File: src/rtl/cnn1d_pkg.sv
// Shared types and helpers for the 1D CNN pipeline stages.
// Holds the pooling mode/state enums and the constant clog2 helper.
package cnn1d_pkg;

    typedef enum logic {POOL_AVG = 1'b0, POOL_MAX = 1'b1} pool_mode_t;
    typedef enum logic {GP_ACCUM, GP_DRAIN} gpool_state_t;

    function automatic int clog2(input int n);
        int r;
        int v;
        r = 0;
        v = 1;
        while (v < n) begin
            v = v << 1;
            r = r + 1;
        end
        return r;
    endfunction

endpackage

File: src/rtl/gpool_lane.sv
// One channel's pooling accumulator: running sum (avg) or running max.
// A load with i_first set restarts the accumulator from the new sample.
module gpool_lane
    import cnn1d_pkg::*;
#(
    parameter int DATA_WIDTH = 12,
    parameter int ACC_W      = 20
) (
    input  logic                         clk,
    input  logic                         rst,
    input  logic                         i_load,
    input  logic                         i_first,
    input  pool_mode_t                   i_mode,
    input  logic signed [DATA_WIDTH-1:0] i_data,
    output logic signed [ACC_W-1:0]      o_acc
);

    logic signed [ACC_W-1:0] r_acc;
    logic signed [ACC_W-1:0] w_ext;

    assign w_ext = ACC_W'(i_data);
    assign o_acc = r_acc;

    always_ff @(posedge clk) begin
        if (rst) begin
            r_acc <= '0;
        end else if (i_load) begin
            if (i_first) begin
                r_acc <= w_ext;
            end else if (i_mode == POOL_MAX) begin
                r_acc <= (w_ext > r_acc) ? w_ext : r_acc;
            end else begin
                r_acc <= r_acc + w_ext;
            end
        end
    end

endmodule

File: src/rtl/gpool_mc.sv
// Multi-channel global pooling stage (avg/max per frame, interleaved input).
// Define GPOOL_ROUND_EN for round-half-up averaging instead of floor.
module gpool_mc
    import cnn1d_pkg::*;
#(
    parameter int DATA_WIDTH   = 12,
    parameter int POOL_SIZE    = 256,
    parameter int NUM_CHANNELS = 4,
    parameter int CHAN_WIDTH   = (clog2(NUM_CHANNELS) < 1) ? 1 : clog2(NUM_CHANNELS)
) (
    input  logic                         clk,
    input  logic                         rst,
    output logic                         gpool_ready_in,
    input  logic                         gpool_valid_in,
    input  logic signed [DATA_WIDTH-1:0] gpool_data_in,
    input  logic                         gpool_mode,
    input  logic                         gpool_ready_out,
    output logic                         gpool_valid_out,
    output logic signed [DATA_WIDTH-1:0] gpool_data_out,
    output logic [CHAN_WIDTH-1:0]        gpool_chan_out,
    output logic                         gpool_last_out
);

    localparam int SHIFT  = clog2(POOL_SIZE);
    localparam int ACC_W  = DATA_WIDTH + SHIFT;
    localparam int SAMP_W = (SHIFT < 1) ? 1 : SHIFT;
    localparam int RND    = (1 << SHIFT) >> 1;

    gpool_state_t            r_state;
    gpool_state_t            w_state_nxt;
    pool_mode_t              r_mode;
    pool_mode_t              w_mode;
    logic [CHAN_WIDTH-1:0]   r_chan_cnt;
    logic [SAMP_W-1:0]       r_samp_cnt;
    logic [CHAN_WIDTH-1:0]   r_drain_idx;

    logic                    w_accept;
    logic                    w_chan_wrap;
    logic                    w_samp_last;
    logic                    w_first;
    logic                    w_frame_end;
    logic                    w_hs;
    logic                    w_drain_last;
    logic [NUM_CHANNELS-1:0] w_load;
    logic signed [ACC_W-1:0] w_acc [NUM_CHANNELS];
    logic signed [ACC_W-1:0] w_sel;
    logic signed [DATA_WIDTH-1:0] w_avg;

    assign w_accept     = gpool_valid_in && (r_state == GP_ACCUM);
    assign w_chan_wrap  = (r_chan_cnt == CHAN_WIDTH'(NUM_CHANNELS - 1));
    assign w_samp_last  = (r_samp_cnt == SAMP_W'(POOL_SIZE - 1));
    assign w_first      = (r_samp_cnt == '0);
    assign w_frame_end  = w_accept && w_chan_wrap && w_samp_last;
    assign w_hs         = (r_state == GP_DRAIN) && gpool_ready_out;
    assign w_drain_last = (r_drain_idx == CHAN_WIDTH'(NUM_CHANNELS - 1));

    // The frame's mode comes straight from the port on its very first beat.
    assign w_mode = (w_first && r_chan_cnt == '0) ? pool_mode_t'(gpool_mode) : r_mode;

    for (genvar g = 0; g < NUM_CHANNELS; g++) begin : g_lane
        assign w_load[g] = w_accept && (r_chan_cnt == CHAN_WIDTH'(g));

        gpool_lane #(
            .DATA_WIDTH (DATA_WIDTH),
            .ACC_W      (ACC_W)
        ) u_lane (
            .clk     (clk),
            .rst     (rst),
            .i_load  (w_load[g]),
            .i_first (w_first),
            .i_mode  (w_mode),
            .i_data  (gpool_data_in),
            .o_acc   (w_acc[g])
        );
    end

    always_ff @(posedge clk) begin
        if (rst) begin
            r_state <= GP_ACCUM;
        end else begin
            r_state <= w_state_nxt;
        end
    end

    always_ff @(posedge clk) begin
        if (rst) begin
            r_mode <= POOL_AVG;
        end else if (w_accept && w_first && r_chan_cnt == '0) begin
            r_mode <= pool_mode_t'(gpool_mode);
        end
    end

    always_ff @(posedge clk) begin
        if (rst) begin
            r_chan_cnt  <= '0;
            r_samp_cnt  <= '0;
            r_drain_idx <= '0;
        end else if (r_state == GP_ACCUM) begin
            if (w_accept) begin
                r_chan_cnt <= w_chan_wrap ? '0 : r_chan_cnt + 1'b1;
                if (w_chan_wrap) begin
                    r_samp_cnt <= w_samp_last ? '0 : r_samp_cnt + 1'b1;
                end
            end
        end else if (w_hs) begin
            r_drain_idx <= w_drain_last ? '0 : r_drain_idx + 1'b1;
            r_chan_cnt  <= '0;
            r_samp_cnt  <= '0;
        end
    end

    always_comb begin
        w_sel = '0;
        for (int i = 0; i < NUM_CHANNELS; i++) begin
            if (r_drain_idx == CHAN_WIDTH'(i)) begin
                w_sel = w_acc[i];
            end
        end
    end

`ifdef GPOOL_ROUND_EN
    // One guard bit keeps the half-LSB add from overflowing the accumulator.
    logic signed [ACC_W:0] w_rnd;
    assign w_rnd = (ACC_W + 1)'(w_sel) + (ACC_W + 1)'(RND);
    assign w_avg = DATA_WIDTH'(w_rnd >>> SHIFT);
`else
    assign w_avg = DATA_WIDTH'(w_sel >>> SHIFT);
`endif

    always_comb begin
        w_state_nxt     = r_state;
        gpool_ready_in  = 1'b0;
        gpool_valid_out = 1'b0;
        gpool_data_out  = '0;
        gpool_chan_out  = '0;
        gpool_last_out  = 1'b0;
        unique case (r_state)
            GP_ACCUM: begin
                gpool_ready_in = 1'b1;
                if (w_frame_end) begin
                    w_state_nxt = GP_DRAIN;
                end
            end
            GP_DRAIN: begin
                gpool_valid_out = 1'b1;
                gpool_chan_out  = r_drain_idx;
                gpool_last_out  = w_drain_last;
                gpool_data_out  = (r_mode == POOL_MAX) ? DATA_WIDTH'(w_sel) : w_avg;
                if (w_hs && w_drain_last) begin
                    w_state_nxt = GP_ACCUM;
                end
            end
            default: w_state_nxt = GP_ACCUM;
        endcase
    end

endmodule

File: config.mk
export PLATFORM = sky130hd
export DESIGN_NAME = gpool_mc
export DESIGN_NICKNAME = d
export VERILOG_FILES = /design/src/rtl/cnn1d_pkg.sv /design/src/rtl/gpool_lane.sv /design/src/rtl/gpool_mc.sv
export SDC_FILE = /design/constraint.sdc
export NUM_CORES = 1
export LEC_CHECK = 0
export ABC_CLOCK_PERIOD_IN_PS = 6600
export CORE_MARGIN = 2
export CORE_UTILIZATION = 69
export CTS_BUF_LIST = sky130_fd_sc_hd__clkbuf_16
export DETAILED_ROUTE_END_ITERATION = 10
export PLACE_DENSITY = 0.87
export SYNTH_ARGS = -nofsm -noshare
export SYNTH_HDL_FRONTEND = slang
export SYNTH_SLANG_ARGS = --single-unit
File: constraint.sdc
create_clock -name clk -period 6.6 [get_ports clk]
set_input_delay 0.99 -clock clk [delete_from_list [all_inputs] [get_ports clk]]
set_output_delay 0.99 -clock clk [all_outputs]
set_load 0.1 [all_outputs]
==> results of run 1 <==
-- path summary, 6_finish.rpt --
| path | from | to | slack [ns] | cells past startpoint |
|---|---|---|---|---|
| min | r_drain_idx[1]$_SDFFE_PP0P_ | r_drain_idx[1]$_SDFFE_PP0P_ | 0.50 | 2 |
| max reg2reg | g_lane[1].u_lane.o_acc[15]$_SDFFE_PP0P_ | g_lane[1].u_lane.o_acc[7]$_SDFFE_PP0P_ | 2.83 | 11 |
| min reg2reg | r_drain_idx[1]$_SDFFE_PP0P_ | r_drain_idx[1]$_SDFFE_PP0P_ | 0.50 | 2 |
| max | r_drain_idx[0]$_SDFFE_PP0P_ | gpool_data_out[2] | 1.43 | 9 |
-- flip-flops by register name, indices dropped and copies added, names as in the netlist --
signal	flops
r_state	1
r_samp_cnt	8
r_mode	1
r_chan_cnt	2
g_lane.u_lane.o_acc	80
r_drain_idx	2
-- metal layers --
metal	vias up	part of all wire, %
met4	0	6.1
met3	133	10
met2	647	41
met5	-	0
li1	5403	-
met1	5287	42
-- kinds of logic (layout without fill, tap and decap cells) --
group,after synthesis,after routing,synth area share (%)
xor gates and xnor gates,39,39,3.12
muxes,18,18,2.01
adders and majority gates,170,170,19.7
buffers and inverters,208,205,7.32
DFF,94,94,17.2
AOI/OAI and AO/OA,479,479,28.5
and+or+nand+nor,495,495,22.3
-- synthesized netlist by cell type, types with 24 or more instances --
| cell type | instances | area share (%) |
|---|---|---|
| a211oi_1 | 50 | 3.4 |
| a21oi_1 | 162 | 7.4 |
| clkbuf_1 | 55 | 1.9 |
| dfxtp_1 | 94 | 17 |
| ha_1 | 166 | 19 |
| inv_1 | 139 | 4.8 |
| nand2_1 | 97 | 3.3 |
| nand2b_1 | 24 | 1.4 |
| nand3_1 | 43 | 2.0 |
| nor2_1 | 154 | 5.3 |
| nor2b_1 | 31 | 1.8 |
| nor3_1 | 43 | 2.0 |
| o21ai_0 | 85 | 3.9 |
-- power breakdown --
part           internal [mW]  switching [mW]
combinational          0.179           0.315
sequential             0.587          0.0256
clock                  0.330           0.246
total                   1.10           0.586
-- area by class of cell --
type	instances	area (um2)	area share [%]
clock buffer	9	225	1.92
inverter	140	526	4.49
sequential	94	1880	16.1
multi-input combinational	1201	8280	70.7
tap	216	270	2.31
timing repair buffer	49	440	3.76
clock inverter	7	88.8	0.758
-- cell usage in the layout, fill, tap and decap left out, types with 5 or more instances in the layout --
cell,count
o21bai_1,16
o21a_1,10
a21oi_1,162
nor2b_1,31
or2_2,6
or3_1,16
buf_4,16
a31oi_1,13
xnor2_1,21
o32ai_1,6
a211oi_1,50
nor3_1,43
mux2i_1,13
nand2b_1,24
dfxtp_1,94
xor2_1,18
nand4_1,21
nor2_1,153
nand3_1,43
o31a_1,9
a311oi_1,7
o2111ai_1,9
a221oi_1,5
a21o_1,12
and3_1,13
o211ai_1,15
inv_1,139
a211o_1,12
o21ai_0,85
clkdlybuf4s50_1,31
o31ai_1,15
clkbuf_16,9
ha_1,166
a22o_1,11
nand2_1,97
nor3b_1,5
nor4_1,11
and2_1,7
or4_1,11
-- worst max-delay path, stage by stage (launching register included) --
cell             delay (ns)
dfxtp_1                0.35
inv_1                  0.13
ha_1                   0.71
nand2_1                0.18
nor2_1                 0.13
a211oi_1               0.10
a211oi_1               0.43
a21oi_1                0.19
a211oi_1               0.39
clkdlybuf4s50_1        1.20
==> impl_metrics.yaml, run 1 <==
power:
  power.total_mw: 1.68
  p_leak_nw: 4.67
  p_per_area_mw_per_mm2: 144
  ir_worst_vdd_uv: 132
grt:
  overflow: 0
  grt_antenna_before_repair: 0
  grt_max_degree: 55
  grt_usage_pct: 40.7
  grtUsageMet2_pct: 59.6
  grt_pass1_vias: 10145
  grt_pass1_wl_mm: 53.6
  grt_use_met1_pct: 56.0
  grt-busiest-layer: "met2"
  grtUsageMet3_pct: 8.49
cts:
  cts_root_buffer: "clkbuf_16"
  cts_tree: "yes"
  postCtsSetupBuffers: 0
  cts_resized: 0
  numClockSinks: 94
  cts_hold_buffers: 0
  clock_path_buffers: 2
  htreeDepth: 3
  clk_transition_reported_paths_ns: 0.07
  clk_latency_ns: 0.36
  cts_buffers: 9
place:
  dp.cells: 1700
  globalplace.congestion: 1.03
  dp_slack_ns: 1.72
  io_buffer_count: 33
  place_area_mm2: 0.0114
  dpl.hpwl_mm: 25.4
floorplanning:
  die_w_um: 130
  initial_utilization_pct: 69.7
  rows: 46
  die_height_um: 130
  core_area_mm2: 0.0157
  die_area_mm2: 0.0169
  io_pins: 34
sta:
  max-slew-margin-rel_pct: 33.5
  worst_pin_slew_ns: 0.997
  fin_skew_ns: 0.0106
  rsz0062_at_grt: "no"
  hold_slack_ns: 0.498
  finalMaxSlewViolations: 0
  max_freq_mhz: 194
  hold_viol_final: 0
  period_share_pct: 78.3
  setup_viol_count_final: 0
  fin_tns_setup_ns: 0
  finalCriticalPeriod_ns: 5.17
  fin_ws_ns: 1.43
logic_synthesis:
  syn_inst: 1503
  synthArstFlopShare_pct: 0
  ys_ff_latch: 94
  synth-seq-area-share_pct: 17.2
  syn_nets: 1690
  synth-main-ff-cell: "dfxtp_1"
  ys_warn_count: 0
  avgSynthCellArea_um2: 7.29
  synth_cell_types: 74
  synth-edff-count: 0
  synth.cell_area_mm2: 0.0110
finish:
  fill_cells: 1281
  final_util_pct: 74.6
  antennaDiodeCount: 0
  stdcell_count: 1716
  fin_nets: 1682
  stdcell_area_mm2: 0.0117
  final_layout_size_suffix_gt1_share_pct: 3.80
  syn2layout_area_growth_pct: 6.90
route:
  routed_via_density: 6.68
  drc: 0
  wirelength_mm: 34.6
  detail_route.wl_per_cell_um: 20.2
  drtPass1Iterations: 7
  drtIter0Drc: 1360
  ant_nets: 0
  vias: 11470
run_status:
  outcome: "finished clean"
worst_setup_path:
  path_class: "flop to primary output"
  required_ns: 5.61
  cp_max_fo: 20
  arrival_ns: 4.18
  worstSetupEndpointType: "primary output"
  startpoint_type: "flop"
min_path:
  hold_class: "flop to flop"
flow_run:
  cap_violations: 0
(Power assumes the default switching activity.)
==> run 2, diff against run 1 <==
--- a/config.mk
+++ b/config.mk
@@ -5,12 +5,12 @@
 export SDC_FILE = /design/constraint.sdc
 export NUM_CORES = 1
 export LEC_CHECK = 0
-export ABC_CLOCK_PERIOD_IN_PS = 6600
+export ABC_CLOCK_PERIOD_IN_PS = 4700
 export CORE_MARGIN = 2
-export CORE_UTILIZATION = 69
+export CORE_UTILIZATION = 58
 export CTS_BUF_LIST = sky130_fd_sc_hd__clkbuf_16
 export DETAILED_ROUTE_END_ITERATION = 10
-export PLACE_DENSITY = 0.87
+export PLACE_DENSITY = 0.78
 export SYNTH_ARGS = -nofsm -noshare
 export SYNTH_HDL_FRONTEND = slang
 export SYNTH_SLANG_ARGS = --single-unit
==> constraint.sdc (replaced) <==
create_clock -name clk -period 4.7 [get_ports clk]
set_input_delay 0.705 -clock clk [delete_from_list [all_inputs] [get_ports clk]]
set_output_delay 0.705 -clock clk [all_outputs]
set_load 0.1 [all_outputs]
==> impl_metrics.yaml, run 2 (same netlist as run 1, synthesis figures left out) <==
grt:
  grt_max_degree: 72
  grt_usage_pct: 34.0
  overflow: 0
  grt_antenna_before_repair: 1
  grt_pass1_wl_mm: 54.9
  grt_pass1_vias: 10577
cts:
  clk_latency_ns: 0.37
  postCtsSetupBuffers: 0
  htreeDepth: 3
  cts_tree: "yes"
  cts_resized: 0
  clk_transition_reported_paths_ns: 0.06
  numClockSinks: 94
  clock_path_buffers: 2
  cts_hold_buffers: 0
  cts_buffers: 9
  cts_root_buffer: "clkbuf_16"
power:
  p_sw_share_pct: 35.4
  p_comb_share_pct: 30.2
  p_leak_nw: 4.77
  p_sw_mw: 0.820
  ir_worst_vdd_uv: 182
  p_seq_share_pct: 36.9
  intPower_mw: 1.49
  p_per_area_mw_per_mm2: 196
  clockPowerShare_pct: 32.9
place:
  dp.cells: 1731
  io_buffer_count: 33
  dpl.hpwl_mm: 25.8
  place_area_mm2: 0.0115
  globalplace.congestion: 1.03
flow_run:
  cap_violations: 0
sta:
  fin_tns_setup_ns: 0
  fin_skew_ns: 0.0101
  worst_pin_slew_ns: 1.08
  rsz0062_at_grt: "no"
  max-slew-margin-rel_pct: 28.1
  finalMaxSlewViolations: 0
  setup_viol_count_final: 0
  period_share_pct: 86.1
  finalCriticalPeriod_ns: 4.05
  hold_viol_final: 0
  hold_slack_ns: 0.500
  max_freq_mhz: 247
worst_setup_path:
  cp_max_fo: 27
  arrival_ns: 3.34
  required_ns: 3.99
  critPathMaxStageDelay_ns: 0.87
  crit_buf_inv: 3
  critPathTopFamily: "adder cells"
  path_class: "flop to primary output"
  crit_slowest_cell: "ha_1"
  startpoint_type: "flop"
  worstSetupEndpointType: "primary output"
  cp_cell_sequence: "inv_1, ha_1, buf_4, a21oi_1, nor2_1, a21oi_1, o21ai_0, nor2_1, a211oi_1, buf_4"
floorplanning:
  die_area_mm2: 0.0200
  initial_utilization_pct: 58.8
  io_pins: 34
  die_height_um: 141
  core_area_mm2: 0.0186
  die_w_um: 141
  rows: 50
run_status:
  outcome: "finished clean"
route:
  drc: 0
  routed_via_density: 6.58
  detail_route.wl_per_cell_um: 19.6
  drtPass1Iterations: 5
  vias: 11494
  drtIter0Drc: 1177
  wirelength_mm: 34.3
  ant_nets: 0
finish:
  stdcell_count: 1748
  final_layout_size_suffix_gt1_share_pct: 5.49
  stdcell_area_mm2: 0.0118
  syn2layout_area_growth_pct: 7.73
  fin_nets: 1695
  final_util_pct: 63.3
  final_cell_mix: "ha_1, a21oi_1, nor2_1"
  fill_cells: 1700
  largest_reg_flops: 80
  layout.cells.most_common: "ha_1"
min_path:
  hold_class: "flop to flop"
-- run 2: changes by cell type in the layout (fill, tap and decap cells not counted) --
cell and change:
buf_4 +24, inv_6 +1, diode_2 +1, inv_1 +1, clkinv_1 -1, buf_12 +2
clkinvlp_4 -1, clkinv_2 +1, clkdlybuf4s50_1 -13, bufinv_16 -1
-- run 2: layer usage --
layer	track usage, %	share of wire [%]	wire (um)	vias to the layer above
met5	0	0	0	-
met4	14.9	4.4	1530	0
met3	5.67	9.4	3230	110
met2	52.8	43	14800	619
met1	46.7	43	14800	5335
li1	-	-	-	5430
-- run 2: area by class of cell --
cell class / count / area [um2] / share of cell area, %
Inverter: 140 / 526 / 4.45
Sequential cell: 94 / 1880 / 15.9
Clock inverter: 7 / 65.1 / 0.551
Timing Repair Buffer: 62 / 531 / 4.49
Multi-Input combinational cell: 1201 / 8280 / 70.2
Antenna cell: 1 / 2.50 / 0.0212
Clock buffer: 9 / 225 / 1.91
Tap cell: 234 / 293 / 2.48
-- run 2: metrics by stage --
step	setup WS [ns]	power [mW]
floorplan	-0.471	1.34
global placement	0.507	1.53
detailed placement	0.478	1.55
CTS	0.666	2.29
global route	0.453	2.41
finish	0.653	2.31
-- run 2: path summary, 6_finish.rpt --
path,endpoint,from,cells after the start,slack [ns]
min,g_lane[3].u_lane.o_acc[5]$_SDFFE_PP0P_,g_lane[3].u_lane.o_acc[5]$_SDFFE_PP0P_,2,0.50
max reg2reg,g_lane[1].u_lane.o_acc[6]$_SDFFE_PP0P_,g_lane[1].u_lane.o_acc[14]$_SDFFE_PP0P_,11,1.24
min reg2reg,g_lane[3].u_lane.o_acc[5]$_SDFFE_PP0P_,g_lane[3].u_lane.o_acc[5]$_SDFFE_PP0P_,2,0.50
max,gpool_data_out[0],r_drain_idx[1]$_SDFFE_PP0P_,10,0.65
-- run 2: power groups by stage --
stage	Sequential, mW	Clock (mW)	Combinational (mW)
after floorplan	0.863	0	0.480
after global placement	0.870	0	0.662
after detailed placement	0.871	0	0.675
after CTS	0.853	0.760	0.681
after global routing	0.858	0.788	0.766
final	0.853	0.762	0.698
-- run 2: worst reg2reg max path: stages (launching register included) --
cell     delay [ns]
dfxtp_1        0.42
inv_1          0.07
ha_1           0.37
inv_1          0.11
or4_1          0.57
nor3_1         0.41
o31a_1         0.27
or4_1          0.16
nand3_1        0.31
buf_12         0.29
a211o_1        0.28
a21oi_1        0.13
==> run 3, diff against run 2 <==
--- a/config.mk
+++ b/config.mk
@@ -6,11 +6,13 @@
 export NUM_CORES = 1
 export LEC_CHECK = 0
 export ABC_CLOCK_PERIOD_IN_PS = 4700
+export CORE_ASPECT_RATIO = 1.1
 export CORE_MARGIN = 2
 export CORE_UTILIZATION = 58
 export CTS_BUF_LIST = sky130_fd_sc_hd__clkbuf_16
 export DETAILED_ROUTE_END_ITERATION = 10
 export PLACE_DENSITY = 0.78
+export RECOVER_POWER = 100
 export SYNTH_ARGS = -nofsm -noshare
 export SYNTH_HDL_FRONTEND = slang
 export SYNTH_SLANG_ARGS = --single-unit
==> impl_metrics.yaml, run 3 (same netlist as run 1, synthesis figures left out) <==
finish:
  fin_nets: 1699
  largest_reg_flops: 80
  stdcell_area_mm2: 0.0118
  fill_cells: 1723
  antennaDiodeCount: 0
  final_util_pct: 63.7
  final_layout_size_suffix_gt1_share_pct: 5.14
  final_cell_mix: "ha_1, a21oi_1, nor2_1"
  layout.cells.most_common: "ha_1"
  syn2layout_area_growth_pct: 7.34
power:
  p_comb_share_pct: 30.0
  p_sw_mw: 0.839
  p_per_area_mw_per_mm2: 198
  p_seq_share_pct: 36.7
  intPower_mw: 1.49
  p_leak_nw: 4.75
  p_sw_share_pct: 36.0
  ir_worst_vdd_uv: 183
  clockPowerShare_pct: 33.3
cts:
  cts_buffers: 9
  cts_tree: "yes"
  clock_path_buffers: 2
  cts_resized: 0
  postCtsSetupBuffers: 0
  numClockSinks: 94
  htreeDepth: 3
  clk_transition_reported_paths_ns: 0.07
  clk_latency_ns: 0.36
  cts_hold_buffers: 0
  cts_root_buffer: "clkbuf_16"
sta:
  period_share_pct: 89.8
  fin_skew_ns: 0.00743
  max_freq_mhz: 237
  hold_slack_ns: 0.501
  max-slew-margin-rel_pct: 22.0
  worst_pin_slew_ns: 1.17
  rsz0062_at_grt: "no"
  finalMaxSlewViolations: 0
  finalCriticalPeriod_ns: 4.22
  setup_viol_count_final: 0
  hold_viol_final: 0
  fin_tns_setup_ns: 0
worst_setup_path:
  worstSetupEndpointType: "flop"
  critPathTopFamily: "buffers and inverters"
  crit_buf_inv: 2
  required_ns: 4.95
  cp_cell_sequence: "clkdlybuf4s50_1, ha_1, a21o_1, a21oi_1, nor2b_1, o31a_1, or4_1, nand3_1, clkbuf_2, nor2_1, a32o_1"
  path_class: "input port to flop"
  critPathMaxStageDelay_ns: 0.71
  r2r_slack_ns: 0.97
  startpoint_type: "input port"
  crit_slowest_cell: "clkdlybuf4s50_1"
  cp_max_fo: 29
  arrival_ns: 4.47
floorplanning:
  die_area_mm2: 0.0200
  rows: 52
  die_w_um: 135
  core_area_mm2: 0.0185
  io_pins: 34
  die_height_um: 148
  initial_utilization_pct: 59.3
route:
  drtPass1Iterations: 6
  detail_route.wl_per_cell_um: 20.3
  routed_via_density: 6.52
  drc: 0
  wirelength_mm: 35.7
  drtIter0Drc: 1011
  ant_nets: 0
  vias: 11467
run_status:
  outcome: "finished clean"
grt:
  grt_pass1_wl_mm: 55.9
  grt_antenna_before_repair: 0
  overflow: 0
  grt_max_degree: 72
  grt_pass1_vias: 10700
  grt_usage_pct: 35.4
flow_run:
  cap_violations: 0
place:
  io_buffer_count: 33
  globalplace.congestion: 1.02
  dpl.hpwl_mm: 26.6
  place_area_mm2: 0.0115
min_path:
  hold_class: "flop to flop"
[run 3: metal layers]
| metal | track usage (%) | part of all wire, % | vias up |
|---|---|---|---|
| met5 | 0 | 0 | - |
| met4 | 18.3 | 5.0 | 0 |
| met3 | 6.51 | 9.7 | 125 |
| met2 | 56.2 | 44 | 527 |
| met1 | 45.9 | 41 | 5385 |
| li1 | - | - | 5430 |
[run 3: worst reg2reg max path, cell delays in order, from the launching register on]
cell,delay (ns)
dfxtp_1,0.42
inv_1,0.07
ha_1,0.37
inv_1,0.09
or4_1,0.58
nor3_1,0.45
o31a_1,0.29
o21ai_0,0.15
nand3_1,0.09
clkbuf_2,0.56
nor2_1,0.27
a32o_1,0.28
[run 3: through the flow]
step / cells / setup WS (ns) / power, mW
finish: 1760 / 0.477 / 2.33
global placement: 1744 / 0.523 / 1.55
floorplan: 1503 / -0.471 / 1.34
CTS: 1760 / 0.833 / 2.32
detailed placement: 1744 / 0.469 / 1.55
global route: 1760 / 0.318 / 2.43
[run 3: path summary, 6_finish.rpt]
check | from | end | cells after the start
worst max-delay path | gpool_data_in[5] | g_lane[1].u_lane.o_acc[17]$_SDFFE_PP0P_ | 11
worst min-delay path | g_lane[1].u_lane.o_acc[4]$_SDFFE_PP0P_ | g_lane[1].u_lane.o_acc[4]$_SDFFE_PP0P_ | 2
worst max register to register | g_lane[1].u_lane.o_acc[15]$_SDFFE_PP0P_ | g_lane[1].u_lane.o_acc[17]$_SDFFE_PP0P_ | 11
worst min register to register | g_lane[1].u_lane.o_acc[4]$_SDFFE_PP0P_ | g_lane[1].u_lane.o_acc[4]$_SDFFE_PP0P_ | 2
[run 3: power groups by stage]
stage	logic (mW)	registers [mW]	clock network, mW
finish	0.699	0.857	0.776
floorplan	0.480	0.863	0
CTS	0.683	0.855	0.784
global route	0.769	0.860	0.804
global placement	0.672	0.873	0
detailed placement	0.679	0.874	0
[run 3: area by class of cell]
cell class              count  area (um2)  area share [%]
clock buffers               9         225            1.91
repair buffers             66         477            4.05
clock inverters             7        73.8           0.628
well taps                 243         304            2.58
flip-flops and latches     94        1880            16.0
multi-input cells        1201        8280            70.4
inverters                 140         526            4.47
